[src/rtl/cpu_exec_scheduler.sv]
`default_nettype none
// ============================================================================
// Module   : cpu_exec_scheduler
// Purpose  : Sole source of the CPU core's one-cycle execute strobe. Supports
//            halt, free-run at a slow or turbo rate, push-button single-step
//            and a hardware breakpoint on the instruction pointer.
// Options  : STEP_DEBOUNCE_EN - when defined, the synchronized step button
//            must stay high for DEBOUNCE_CYCLES consecutive cycles before a
//            single step event fires (one event per press).
// Revision : 1.0 - initial release
// ============================================================================
module cpu_exec_scheduler #(
  parameter int unsigned SLOW_DIV        = 12_500_000,
  parameter int unsigned TURBO_DIV       = 2,
  parameter int unsigned DIV_WIDTH       = 24,
  parameter int unsigned DEBOUNCE_CYCLES = 250_000
) (
  input  logic        clk_i,
  input  logic        resetn_i,
  input  logic        run_sw_i,
  input  logic        turbo_sw_i,
  input  logic        step_btn_i,
  input  logic [7:0]  instruction_pointer_i,
  input  logic [7:0]  breakpoint_i,
  input  logic        bp_valid_i,
  output logic        enable_o,
  output logic [1:0]  state_o,
  output logic [15:0] cycle_count_o
);

  typedef enum logic [1:0] {
    ST_HALT  = 2'd0,
    ST_RUN   = 2'd1,
    ST_STEP  = 2'd2,
    ST_BREAK = 2'd3
  } state_e;

  // Terminal counts of the rate divider (count runs 0..DIV-1).
  localparam logic [DIV_WIDTH-1:0] C_SLOW_MAX  = DIV_WIDTH'(SLOW_DIV - 1);
  localparam logic [DIV_WIDTH-1:0] C_TURBO_MAX = DIV_WIDTH'(TURBO_DIV - 1);

  // Reject parameter sets that would break the one-cycle enable guarantee.
  if (SLOW_DIV < 2 || TURBO_DIV < 1 || DEBOUNCE_CYCLES < 1) begin : g_param_check
    $error("cpu_exec_scheduler: illegal divider or debounce parameter");
  end

  // --------------------------------------------------------------------------
  // Input synchronizers, bit order {step, turbo, run}
  // --------------------------------------------------------------------------
  logic [2:0] sync_meta_q;
  logic [2:0] sync_q;
  logic       w_run;
  logic       w_turbo;
  logic       w_step;
  logic       w_step_evt;

  // Two-flop synchronizer for the three asynchronous board inputs.
  always_ff @(posedge clk_i or negedge resetn_i) begin
    if (!resetn_i) begin
      sync_meta_q <= '0;
      sync_q      <= '0;
    end else begin
      sync_meta_q <= {step_btn_i, turbo_sw_i, run_sw_i};
      sync_q      <= sync_meta_q;
    end
  end

  assign w_run   = sync_q[0];
  assign w_turbo = sync_q[1];
  assign w_step  = sync_q[2];

  // --------------------------------------------------------------------------
  // Step event generation
  // --------------------------------------------------------------------------
`ifdef STEP_DEBOUNCE_EN
  localparam int unsigned DB_W = (DEBOUNCE_CYCLES > 1) ? $clog2(DEBOUNCE_CYCLES) : 1;
  localparam logic [DB_W-1:0] C_DB_LAST = DB_W'(DEBOUNCE_CYCLES - 1);

  logic [DB_W-1:0] db_cnt_q;
  logic [DB_W-1:0] db_cnt_d;
  logic            db_fired_q;
  logic            db_fired_d;

  // Count consecutive high samples; fire once per press, re-arm on a low.
  always_comb begin
    db_cnt_d   = db_cnt_q;
    db_fired_d = db_fired_q;
    w_step_evt = 1'b0;
    if (!w_step) begin
      db_cnt_d   = '0;
      db_fired_d = 1'b0;
    end else if (!db_fired_q) begin
      if (db_cnt_q == C_DB_LAST) begin
        w_step_evt = 1'b1;
        db_fired_d = 1'b1;
      end else begin
        db_cnt_d = db_cnt_q + DB_W'(1);
      end
    end
  end

  // Debounce counter and fired flag.
  always_ff @(posedge clk_i or negedge resetn_i) begin
    if (!resetn_i) begin
      db_cnt_q   <= '0;
      db_fired_q <= 1'b0;
    end else begin
      db_cnt_q   <= db_cnt_d;
      db_fired_q <= db_fired_d;
    end
  end
`else
  logic step_prev_q;

  // Previous synchronized step level for rising-edge detection.
  always_ff @(posedge clk_i or negedge resetn_i) begin
    if (!resetn_i) begin
      step_prev_q <= 1'b0;
    end else begin
      step_prev_q <= w_step;
    end
  end

  assign w_step_evt = w_step & ~step_prev_q;
`endif

  // --------------------------------------------------------------------------
  // Scheduler FSM, rate divider, breakpoint arming, pulse counter
  // --------------------------------------------------------------------------
  state_e                 state_q;
  state_e                 state_d;
  logic [DIV_WIDTH-1:0]   div_q;
  logic [DIV_WIDTH-1:0]   div_d;
  logic                   bp_armed_q;
  logic                   bp_armed_d;
  logic                   enable_q;
  logic                   enable_d;
  logic [15:0]            cycle_count_q;
  logic [15:0]            cycle_count_d;
  logic [DIV_WIDTH-1:0]   w_div_max;
  logic                   w_tick;
  logic                   w_ip_hit;

  assign w_div_max = w_turbo ? C_TURBO_MAX : C_SLOW_MAX;
  // >= so that a mid-count switch to turbo ticks on the very next cycle.
  assign w_tick    = (div_q >= w_div_max);
  assign w_ip_hit  = (instruction_pointer_i == breakpoint_i);

  // Next-state, divider, breakpoint-arm and strobe decode.
  always_comb begin
    state_d    = state_q;
    div_d      = '0;
    enable_d   = 1'b0;
    bp_armed_d = bp_armed_q;
    // Leaving the breakpoint address re-arms the breakpoint.
    if (!w_ip_hit) begin
      bp_armed_d = 1'b1;
    end
    case (state_q)
      ST_HALT: begin
        if (w_run) begin
          state_d = ST_RUN;
        end else if (w_step_evt) begin
          state_d = ST_STEP;
        end
      end
      ST_RUN: begin
        if (!w_run) begin
          state_d = ST_HALT;
        end else if (w_tick) begin
          if (bp_valid_i && bp_armed_q && w_ip_hit) begin
            state_d    = ST_BREAK;
            bp_armed_d = 1'b0;
          end else begin
            enable_d = 1'b1;
          end
        end else begin
          div_d = div_q + DIV_WIDTH'(1);
        end
      end
      ST_STEP: begin
        enable_d = 1'b1;
        state_d  = ST_HALT;
      end
      ST_BREAK: begin
        if (!w_run) begin
          state_d = ST_HALT;
        end else if (w_step_evt) begin
          state_d = ST_STEP;
        end
      end
      default: begin
        state_d = ST_HALT;
      end
    endcase
    cycle_count_d = cycle_count_q + 16'(enable_d);
  end

  // State, divider, arm flag, strobe and pulse-count registers.
  always_ff @(posedge clk_i or negedge resetn_i) begin
    if (!resetn_i) begin
      state_q       <= ST_HALT;
      div_q         <= '0;
      bp_armed_q    <= 1'b1;
      enable_q      <= 1'b0;
      cycle_count_q <= '0;
    end else begin
      state_q       <= state_d;
      div_q         <= div_d;
      bp_armed_q    <= bp_armed_d;
      enable_q      <= enable_d;
      cycle_count_q <= cycle_count_d;
    end
  end

  assign enable_o      = enable_q;
  assign state_o       = state_q;
  assign cycle_count_o = cycle_count_q;

endmodule
`default_nettype wire

[config.mk]
export PLATFORM = sky130hd
export DESIGN_NAME = cpu_exec_scheduler
export DESIGN_NICKNAME = d
export VERILOG_FILES = /design/src/rtl/cpu_exec_scheduler.sv
export SDC_FILE = /design/constraint.sdc
export NUM_CORES = 1
export LEC_CHECK = 0
export ABC_AREA = 1
export CORE_ASPECT_RATIO = 0.9
export CORE_UTILIZATION = 55
export CTS_BUF_LIST = sky130_fd_sc_hd__clkbuf_16
export CTS_CLUSTER_SIZE = 8
export DETAILED_ROUTE_END_ITERATION = 16
export GPL_ROUTABILITY_DRIVEN = 0
export HOLD_SLACK_MARGIN = 0.05
export MAX_ROUTING_LAYER = met4
export PLACE_DENSITY = 0.8
export SKIP_CTS_REPAIR_TIMING = 1
export SLEW_MARGIN = 10
export SYNTH_ARGS = -nofsm -noshare
export SYNTH_HDL_FRONTEND = slang
export SYNTH_SLANG_ARGS = --single-unit
[constraint.sdc]
create_clock -name clk_i -period 3.8 [get_ports clk_i]
set_input_delay 0.76 -clock clk_i [delete_from_list [all_inputs] [get_ports clk_i]]
set_output_delay 0.76 -clock clk_i [all_outputs]
set_load 0.02 [all_outputs]
---- Word-level counts from Yosys, hierarchy flattened ----
Index checks and enable logic that the tools add are counted.
word-level totals
  bits in registers ....................... 51
  input port bits ......................... 22
  output and inout bits ................... 19
  word-level logic and storage cells ...... 43
operators by class
  $add $sub $neg .......................... 2
  magnitude comparators ................... 1
  eq/ne operators ......................... 6
  multiplexer cells ....................... 20
  bitwise logic cells ..................... 2
  reductions and logical operators ........ 4
operator list
  cell                                                             number
  24-bit 2-to-1 mux                                                4
  24-bit by 1-bit adder with 24-bit output, second input constant  1
  24-bit greater-or-equal comparator                               1
  16-bit by 1-bit adder with 16-bit output                         1
  2-bit 2-to-1 mux                                                 6
  8-bit == test                                                    1
  1-bit 2-to-1 mux                                                 8
  2-bit one-hot mux with 4 select lines                            1
  3-bit != test, second input constant                             2
  2-bit == test, second input constant                             2
  2-bit by 1-bit == test with 1-bit output, second input constant  1
  1-bit logical AND                                                2
  2-bit logical NOT                                                1
  1-bit one-hot mux with 2 select lines                            1
  2-bit AND reduction                                              1
  1-bit AND                                                        1
  1-bit inverter                                                   1

---- Logic depth before layout (Yosys ltp) ----
Gate-level depths: netlist (run 1).
  depth after elaboration ................. 7
  gate-level depth with buffers ........... 20
  depth with buffers taken out ............ 20

---- Worst setup path after synthesis (run 1) ----
Ideal clock, no wire load.
  kind .................................... reg2reg
  from .................................... reg sync_q[1]
  to ...................................... reg cycle_count_q[14] (netlist: cycle_count_o[14])
  setup time .............................. 0.080 ns
  arrival ................................. 2.840 ns
  required time ........................... 3.720 ns
  slack ................................... 0.881 ns
  stages on the path, launching flop included .. 19
  buffers on the path ..................... 0
  cell sequence ........................... dfrtp_1 ha_1 nand2_1 nor2_1 nand2_1 nor2_1 nand2_1 nand3_1 nand2_1 a21oi_1 ha_1 ha_1 nand3_2 nor2_2 nand2_2 nor3_4 nand3_2 nor2_1 xor2_1
between the ends
  word-level cells in the longest chain between the ends .. 6
ends and longest elaborated chain
  what                                      RTL line  RTL
  start, declared                           51        logic [2:0] sync_q;
  start signal, assigned                    64        sync_q <= sync_meta_q;
  24-bit 2-to-1 mux                         144       assign w_div_max = w_turbo ? C_TURBO_MAX : C_SLOW_MAX;
  24-bit greater-or-equal comparator        146       assign w_tick = (div_q >= w_div_max);
  1-bit 2-to-1 mux                          170       end else if (w_tick) begin
  1-bit 2-to-1 mux                          168       if (!w_run) begin
  1-bit one-hot mux with 2 select lines     159       case (state_q)
  named net enable_d                        137       logic enable_d;
  16-bit by 1-bit adder with 16-bit output  196       cycle_count_d = cycle_count_q + 16'(enable_d);
  named net cycle_count_d[14]               139       logic [15:0] cycle_count_d;
  end signal, assigned                      212       cycle_count_q <= cycle_count_d;
  end, declared                             138       logic [15:0] cycle_count_q;
The timed path passes the listed nets, and every way through them passes these cells.
A chain may end at the register's enable or synchronous reset.

---- Worst setup path after layout (run 1) ----
Same ends and word-level chain as after synthesis.

==> run_results.csv, run 1 <==
group,metric,value,unit
drt,drt_drc_violations_left,0,
floorplanning,die_area,6021,sq um
logic_synthesis,netlist_area,3143,sq um
sta,max_slew.worst_pin.slew,760.4,ps
hold_path,holdPathEnd,"sync_q[2]",
floorplanning,floorplan.io_pins,41,
hold_path,min-delay-start,"sync_meta_q[2]",
grt,first_global_vias,2518,
clock_network,cts.reportedPaths.clkPinSlew,70,ps
clock_network,clock_tree_root_driver_cell,"clkbuf_16",
placed_design,dpl-instance-area,3621,sq um
sta,finalCriticalPeriod,3390,ps
logic_synthesis,syn-mean-instance-area,8.018,sq um
finish,multiInputGateArea,1618,sq um
worst_setup_path,critical_path_buf_inv_count,0,
logic_synthesis,netlist_instances,392,
grt,grt_start_max_net_pins,33,
logic_synthesis,synth_xor_area_frac,0.05852,
clock_network,cts_num_sinks,51,
finish,utilization,0.7002,
worst_setup_path,worst-path-max-fanout,15,
grt,met3_global_route_usage,0.04224,
clock_network,worstSkewPairLatency,290,ps
worst_setup_path,critical_path.reg2reg.endpoint,"cycle_count_o[14]",
floorplanning,die_h,73.72,um
finish,design.final.nets,483,
sta,fin_worst_skew,5.997,ps
logic_synthesis,yosysWarnings,0,
clock_network,cts_tree,"built",
sta,setup_viol,0,
outcome,outcome,"finished, final reports clean",
hold_path,min_path_cells,0,
logic_synthesis,yosys.area_share.adder,0.08758,
worst_setup_path,timing.critical_path.arrival,3610,ps
power_and_ir_drop,pwrdens,372.8,nW/um^2
power_and_ir_drop,power.static_leakage,1.928,nW
finish,layout_cell_share_with_drive_strength_beyond_1,0.1091,
worst_setup_path,cp_slowest_cell,"dfrtp_1",
logic_synthesis,synth_top_family_by_area,"simple AND/OR/NAND/NOR gates",
worst_setup_path,worst_setup_path_end_kind,"flip-flop",
logic_synthesis,synthDistinctLibCells,35,
sta,rsz0062_at_grt,"no",
worst_setup_path,crit_required,4020,ps
logic_synthesis,synth.net_count,436,
worst_setup_path,critPathLaunch,"sync_q[1]",
run,maxCapViolations,0,
placed_design,dpl.hpwl,4.984,mm
finish,mostFrequentLayoutCells,"nand2_1, inv_1, nor2_1, dfrtp_1, clkdlybuf4s50_1",
worst_setup_path,critPathMostFrequentCell,"nand2_1",
logic_synthesis,ys_seq_elements,51,
clock_network,clock_tree.htree_level_count,2,
sta,tcrit_tclk_final,0.8922,
grt,grt_most_used_layer,"met2",
grt,grt_first_pass_wirelength,11.23,mm
clock_network,clockBufferDepth,2,
grt,gr-total-overflow,0,
worst_setup_path,startpoint_type,"flip-flop",
sta,hold_viol,0,
drt,vias,2643,
power_and_ir_drop,power.combinational.fraction,0.228,
sta,max_freq,294.9,MHz
drt,drt-wirelength-per-cell,13.15,um
logic_synthesis,yosys.area_share.simple,0.3324,
logic_synthesis,synth_compound_area_frac,0.03623,
grt,gr-usage-all-layers,0.2547,
drt,antenna_violating_nets_post_route,0,
worst_setup_path,setup.reg_to_reg.worst_slack,410,ps
worst_setup_path,critical_path_class,"reg2reg",
power_and_ir_drop,switching_power,0.0004385,W
finish,antenna_cells_inserted,0,
finish,finalInstanceArea,3767,sq um
power_and_ir_drop,sequentialPowerShare,0.453,
worst_setup_path,worst_r2r_path_depth,18,
grt,number_of_antenna_violations_at_the_first_check_in_global_routing,0,
sta,worst_hold_slack,351.7,ps
logic_synthesis,synth_seq_area_share,0.4064,
power_and_ir_drop,vdd_drop_max,0.3290,mV
placed_design,io_buffers,40,
worst_setup_path,longest_individual_stage_delay_on_the_worst_path,600,ps
logic_synthesis,muxShareOfSynthArea,0,
worst_setup_path,r2r-start,"sync_q[1]",
worst_setup_path,crit_family,"simple AND/OR/NAND/NOR gates",
grt,grt_use_met1,0.3217,
worst_setup_path,worstPathCellList,"ha_1 > nand2_1 > nor2_1 > nand2_1 > nor2_1 > nand2_1 > nand3_1 > nand2_1 > a21oi_1 > ha_1 > ha_1 > nand3_2 > nor2_2 > nand2_2 > nor3_4 > nand3_2 > nor2_1 > xor2_1",
power_and_ir_drop,power_switching_share,0.3122,
grt,grt_use_met2,0.4176,
sta,finalMaxSlewViolations,0,
floorplanning,die_w,81.69,um
finish,layout.area.seq,1277,sq um
floorplanning,placeableCoreArea,5380,sq um
finish,leading_cell_type_in_the_layout_fill_and_taps_excluded,"nand2_1",
drt,totalWireLength,6.666,mm
finish,syn2layout_area_growth,19.86,%
sta,fin_tns_setup,0,ps
floorplanning,initial_utilization,0.5842,
drt,drt_first_pass_iters,5,
power_and_ir_drop,power_frac_clock,0.319,
drt,drt-initial-drc-count,151,
hold_path,hold_path_class,"reg2reg",
power_and_ir_drop,p_int,0.0009659,W
clock_network,cts_made_buffers,5,
sta,worst_slew_margin_rel,0.4931,
finish,fill_cells,471,
drt,drt-vias-per-instance,5.213,
floorplanning,num_rows,25,
[routing by layer]
metal / part of all wire / wire length [um]
met5: 0 / 0
met1: 0.46 / 3091
met2: 0.47 / 3145
met3: 0.051 / 339
met4: 0.013 / 89
[layout make-up]
class                   count  share of cell area
well taps                  67             0.02225
clock buffers               5             0.03321
multi-input cells         278              0.4294
inverters                  61             0.06144
flip-flops and latches     51              0.3391
clock inverters             3            0.005646
repair buffers             42              0.1089
[worst reg2reg max path, cell delays in order (launching register included)]
cell and delay, ps:
dfrtp_1 600, ha_1 450, nand2_1 60, nor2_1 140, nand2_1 90, nor2_1 100, nand2_1 80, nand3_1 160
nand2_1 90, a21oi_1 190, ha_1 240, ha_1 220, nand3_2 100, nor2_2 160, nand2_2 80, nor3_4 150
nand3_2 110, nor2_1 140, xor2_1 150
[worst max path at each step]
stage                             end  slack, ps  depth (start not counted)
floorplan           cycle_count_o[14]        880                         18
global placement    cycle_count_o[14]        560                         18
detailed placement  cycle_count_o[14]        430                         18
CTS                 cycle_count_o[14]        420                         18
global route        cycle_count_o[14]         80                         18
finish              cycle_count_o[14]        410                         18
[kinds of logic (layout without fill, tap and decap cells)]
| family | Yosys count | count (layout) |
|---|---|---|
| compound gates | 21 | 21 |
| buf+inv | 63 | 111 |
| fa+ha+maj | 22 | 22 |
| flops | 51 | 51 |
| xor+xnor | 21 | 21 |
| simple gates | 214 | 214 |
[sequential cells by signal, indices dropped and copies added (netlist names)]
| register | flops |
|---|---|
| sync_q | 3 |
| div_q | 24 |
| sync_meta_q | 3 |
| bp_armed_q | 1 |
| enable_o | 1 |
| step_prev_q | 1 |
| cycle_count_o | 16 |
| state_o | 2 |
[stage by stage]
| stage | worst slack [ps] | total power [W] | cells |
|---|---|---|---|
| detailed placement | 430.5 | 0.0009665 | 499 |
| finish | 409.6 | 0.001404 | 507 |
| global placement | 562.0 | 0.0009515 | 499 |
| global route | 82.89 | 0.001471 | 507 |
| CTS | 417.0 | 0.001419 | 507 |
| floorplan | 880.7 | 0.0008243 | 392 |
[cells in the mapped netlist]
cell	number	area, sq um
or2_2	1	6.260
nand3b_1	1	7.510
nand3_1	16	80.08
clkinv_1	1	3.750
nor2_2	3	18.77
dfstp_2	1	26.28
buf_2	1	5.000
nor4_2	2	25.02
a21oi_1	12	60.06
or2_1	2	12.51
nand3_4	1	17.52
xnor2_1	9	78.83
nor3_2	9	90.09
inv_1	50	187.7
o21bai_2	1	11.26
ha_1	22	275.3
nor2_1	51	191.4
nor2_4	1	11.26
nand3_2	2	20.02
nor3_1	7	35.03
dfrtp_1	50	1251
nand2_4	1	11.26
nand4_1	12	75.07
buf_6	1	11.26
inv_4	1	6.260
inv_2	9	33.78
nand2_1	99	371.6
o22ai_1	1	6.260
a31oi_1	1	6.260
nor3_4	2	32.53
xor2_1	12	105.1
o21ai_0	5	25.02
nor2_8	1	20.02
o21ai_1	1	5.000
nand2_2	3	18.77
[power by group through the flow]
stage	Clock, W	Combinational (W)	Sequential [W]
final	0.000448	0.000320	0.000636
after global routing	0.000475	0.000353	0.000643
after CTS	0.000459	0.000323	0.000636
after detailed placement	0	0.000323	0.000643
after global placement	0	0.000310	0.000642
after floorplan	0	0.000153	0.000671
(Power assumes the default switching activity.)
==> run 2, diff against run 1 <==
Settings changed: CTS_CLUSTER_DIAMETER set to 100.
==> results of run 2 <==
The final DEF is identical to that of run 1; final timing and power are the same.
==> run 3, diff against run 2 <==
Settings changed: CELL_PAD_IN_SITES_DETAIL_PLACEMENT set to 1, CELL_PAD_IN_SITES_GLOBAL_PLACEMENT set to 1, CORE_MARGIN set to 2, CORE_UTILIZATION 55 to 41, CTS_CLUSTER_DIAMETER 100 to unset, PLACE_DENSITY 0.8 to unset, PLACE_DENSITY_LB_ADDON set to 0.1.
==> run_results.csv, run 3 (same netlist as run 1, synthesis figures left out) <==
group,metric,value,unit
outcome,outcome,"finished, final reports clean",
worst_setup_path,longest_individual_stage_delay_on_the_worst_path,600,ps
power_and_ir_drop,sequentialPowerShare,0.445,
worst_setup_path,critical_path_class,"reg2reg",
power_and_ir_drop,power_frac_clock,0.325,
grt,first_global_vias,2717,
worst_setup_path,startpoint_type,"flip-flop",
grt,grt_start_max_net_pins,32,
finish,fill_cells,902,
worst_setup_path,setup.reg_to_reg.worst_slack,380,ps
worst_setup_path,cp_slowest_cell,"dfrtp_1",
sta,tcrit_tclk_final,0.9005,
hold_path,hold_path_class,"reg2reg",
drt,drt-initial-drc-count,47,
floorplanning,num_rows,30,
clock_network,cts_tree,"built",
sta,rsz0062_at_grt,"no",
grt,grt_use_met1,0.2722,
finish,largest_register,"div_q",
sta,hold_viol,0,
clock_network,cts.reportedPaths.clkPinSlew,70,ps
power_and_ir_drop,p_int,0.0009706,W
drt,drt_drc_violations_left,0,
clock_network,clock_tree_root_driver_cell,"clkbuf_16",
power_and_ir_drop,power_switching_share,0.3196,
sta,max_freq,292.2,MHz
drt,antenna_violating_nets_post_route,0,
grt,grt_use_met2,0.3220,
sta,worst_slew_margin_rel,0.5152,
drt,drt-wirelength-per-cell,13.98,um
finish,multiInputGateArea,1618,sq um
grt,gr-usage-all-layers,0.1986,
finish,design.final.nets,483,
power_and_ir_drop,switching_power,0.0004559,W
grt,grt_most_used_layer,"met2",
finish,antenna_cells_inserted,0,
power_and_ir_drop,fin_total_pwr,0.001427,W
floorplanning,placeableCoreArea,7470,sq um
worst_setup_path,critPathMostFrequentCell,"nand2_1",
floorplanning,floorplan.io_pins,41,
floorplanning,die_w,96.29,um
grt,met3_global_route_usage,0.03117,
sta,setup_viol,0,
grt,grt_first_pass_wirelength,12.73,mm
clock_network,worstSkewPairLatency,290,ps
finish,syn2layout_area_growth,21.06,%
sta,max_slew.worst_pin.slew,727.1,ps
floorplanning,die_area,8383,sq um
drt,drt-vias-per-instance,4.974,
placed_design,dpl.hpwl,5.901,mm
drt,totalWireLength,7.492,mm
clock_network,cts_num_sinks,51,
sta,min_setup_slack_post_route,378.1,ps
finish,layout_cell_share_with_drive_strength_beyond_1,0.1114,
finish,mostFrequentLayoutCells,"nand2_1, nor2_1, inv_1, dfrtp_1, clkdlybuf4s50_1",
power_and_ir_drop,pwrdens,374.9,nW/um^2
run,maxCapViolations,0,
power_and_ir_drop,vdd_drop_max,0.3028,mV
sta,finalCriticalPeriod,3422,ps
finish,leading_cell_type_in_the_layout_fill_and_taps_excluded,"nand2_1",
drt,vias,2666,
worst_setup_path,worst-path-max-fanout,15,
drt,drt_first_pass_iters,4,
worst_setup_path,crit_required,4010,ps
placed_design,dp_slack,358.2,ps
clock_network,clockBufferDepth,2,
floorplanning,die_h,87.06,um
finish,layout.area.seq,1277,sq um
worst_setup_path,worstPathCellList,"ha_1 > nand2_1 > nor2_1 > nand2_1 > nor2_1 > nand2_1 > nand3_1 > nand2_1 > a21oi_1 > ha_1 > ha_1 > nand3_2 > nor2_2 > nand2_2 > nor3_4 > nand3_2 > nor2_1 > xor2_1",
power_and_ir_drop,power.static_leakage,1.927,nW
grt,gr-total-overflow,0,
floorplanning,initial_utilization,0.4208,
worst_setup_path,timing.critical_path.arrival,3640,ps
clock_network,cts_made_buffers,5,
clock_network,clock_tree.htree_level_count,2,
finish,largest_register_ffs,24,
power_and_ir_drop,power.combinational.fraction,0.230,
grt,number_of_antenna_violations_at_the_first_check_in_global_routing,0,
sta,fin_worst_skew,5.225,ps
sta,finalMaxSlewViolations,0,
placed_design,io_buffers,40,
sta,fin_tns_setup,0,ps
worst_setup_path,worst_setup_path_end_kind,"flip-flop",
run 3: changes by cell type in the layout (fill, tap and decap cells not counted):
| cell | previous run | this run |
|---|---|---|
| inv_6 | 0 | 2 |
| clkinv_2 | 0 | 1 |
| clkinv_4 | 2 | 0 |
| inv_1 | 51 | 50 |
run 3: cell type report:
class | count | area share
inverters | 61 | 0.06084
flip-flops and latches | 51 | 0.3357
clock inverters | 3 | 0.005919
clock buffers | 5 | 0.03288
repair buffers | 42 | 0.1079
multi-input cells | 278 | 0.4252
well taps | 96 | 0.03157
run 3: path summary, 6_finish.rpt:
check | start | endpoint | cells past startpoint
max | sync_q[1] | cycle_count_o[14] | 18
min | sync_meta_q[0] | sync_q[0] | 0
max reg2reg | sync_q[1] | cycle_count_o[14] | 18
min reg2reg | sync_meta_q[0] | sync_q[0] | 0
max in group asynchronous | resetn_i | div_q[7] | 2
min in group asynchronous | resetn_i | div_q[15] | 1
run 3: layer usage:
layer / share of wire / vias to the layer above
met4: 0.0025 / 0
met3: 0.018 / 2
met5: 0 / -
met2: 0.48 / 25
li1: - / 1334
met1: 0.49 / 1305
run 3: through the flow:
step | util | instance area (sq um) | cells | hold slack (ps)
final | 0.5094 | 3805 | 536 | 352.0
after floorplan | - | 3143 | 392 | 331.2
after global placement | 0.4896 | 3657 | 528 | 333.2
after global routing | 0.5094 | 3805 | 536 | 356.6
after detailed placement | 0.4896 | 3657 | 528 | 336.5
after CTS | 0.5094 | 3805 | 536 | 355.4
run 3: power groups by stage:
stage          Combinational, W  Clock (W)  Sequential (W)
2_1_floorplan          0.000153          0        0.000671
3_3_place_gp           0.000318          0        0.000644
3_5_place_dp           0.000334          0        0.000645
4_1_cts                0.000335   0.000481        0.000636
5_1_grt                0.000367   0.000497        0.000643
6_report               0.000327   0.000464        0.000635
run 3: worst max-delay path, delay by kind of cell, from the launching register on:
| kind | cells | cell delay (ps) |
|---|---|---|
| AND/OR/NAND/NOR | 13 | 1550 |
| XOR/XNOR | 1 | 150 |
| flip-flops | 1 | 600 |
| AO/OA/AOI/OAI | 1 | 170 |
| adder cells (fa/ha/maj) | 3 | 860 |
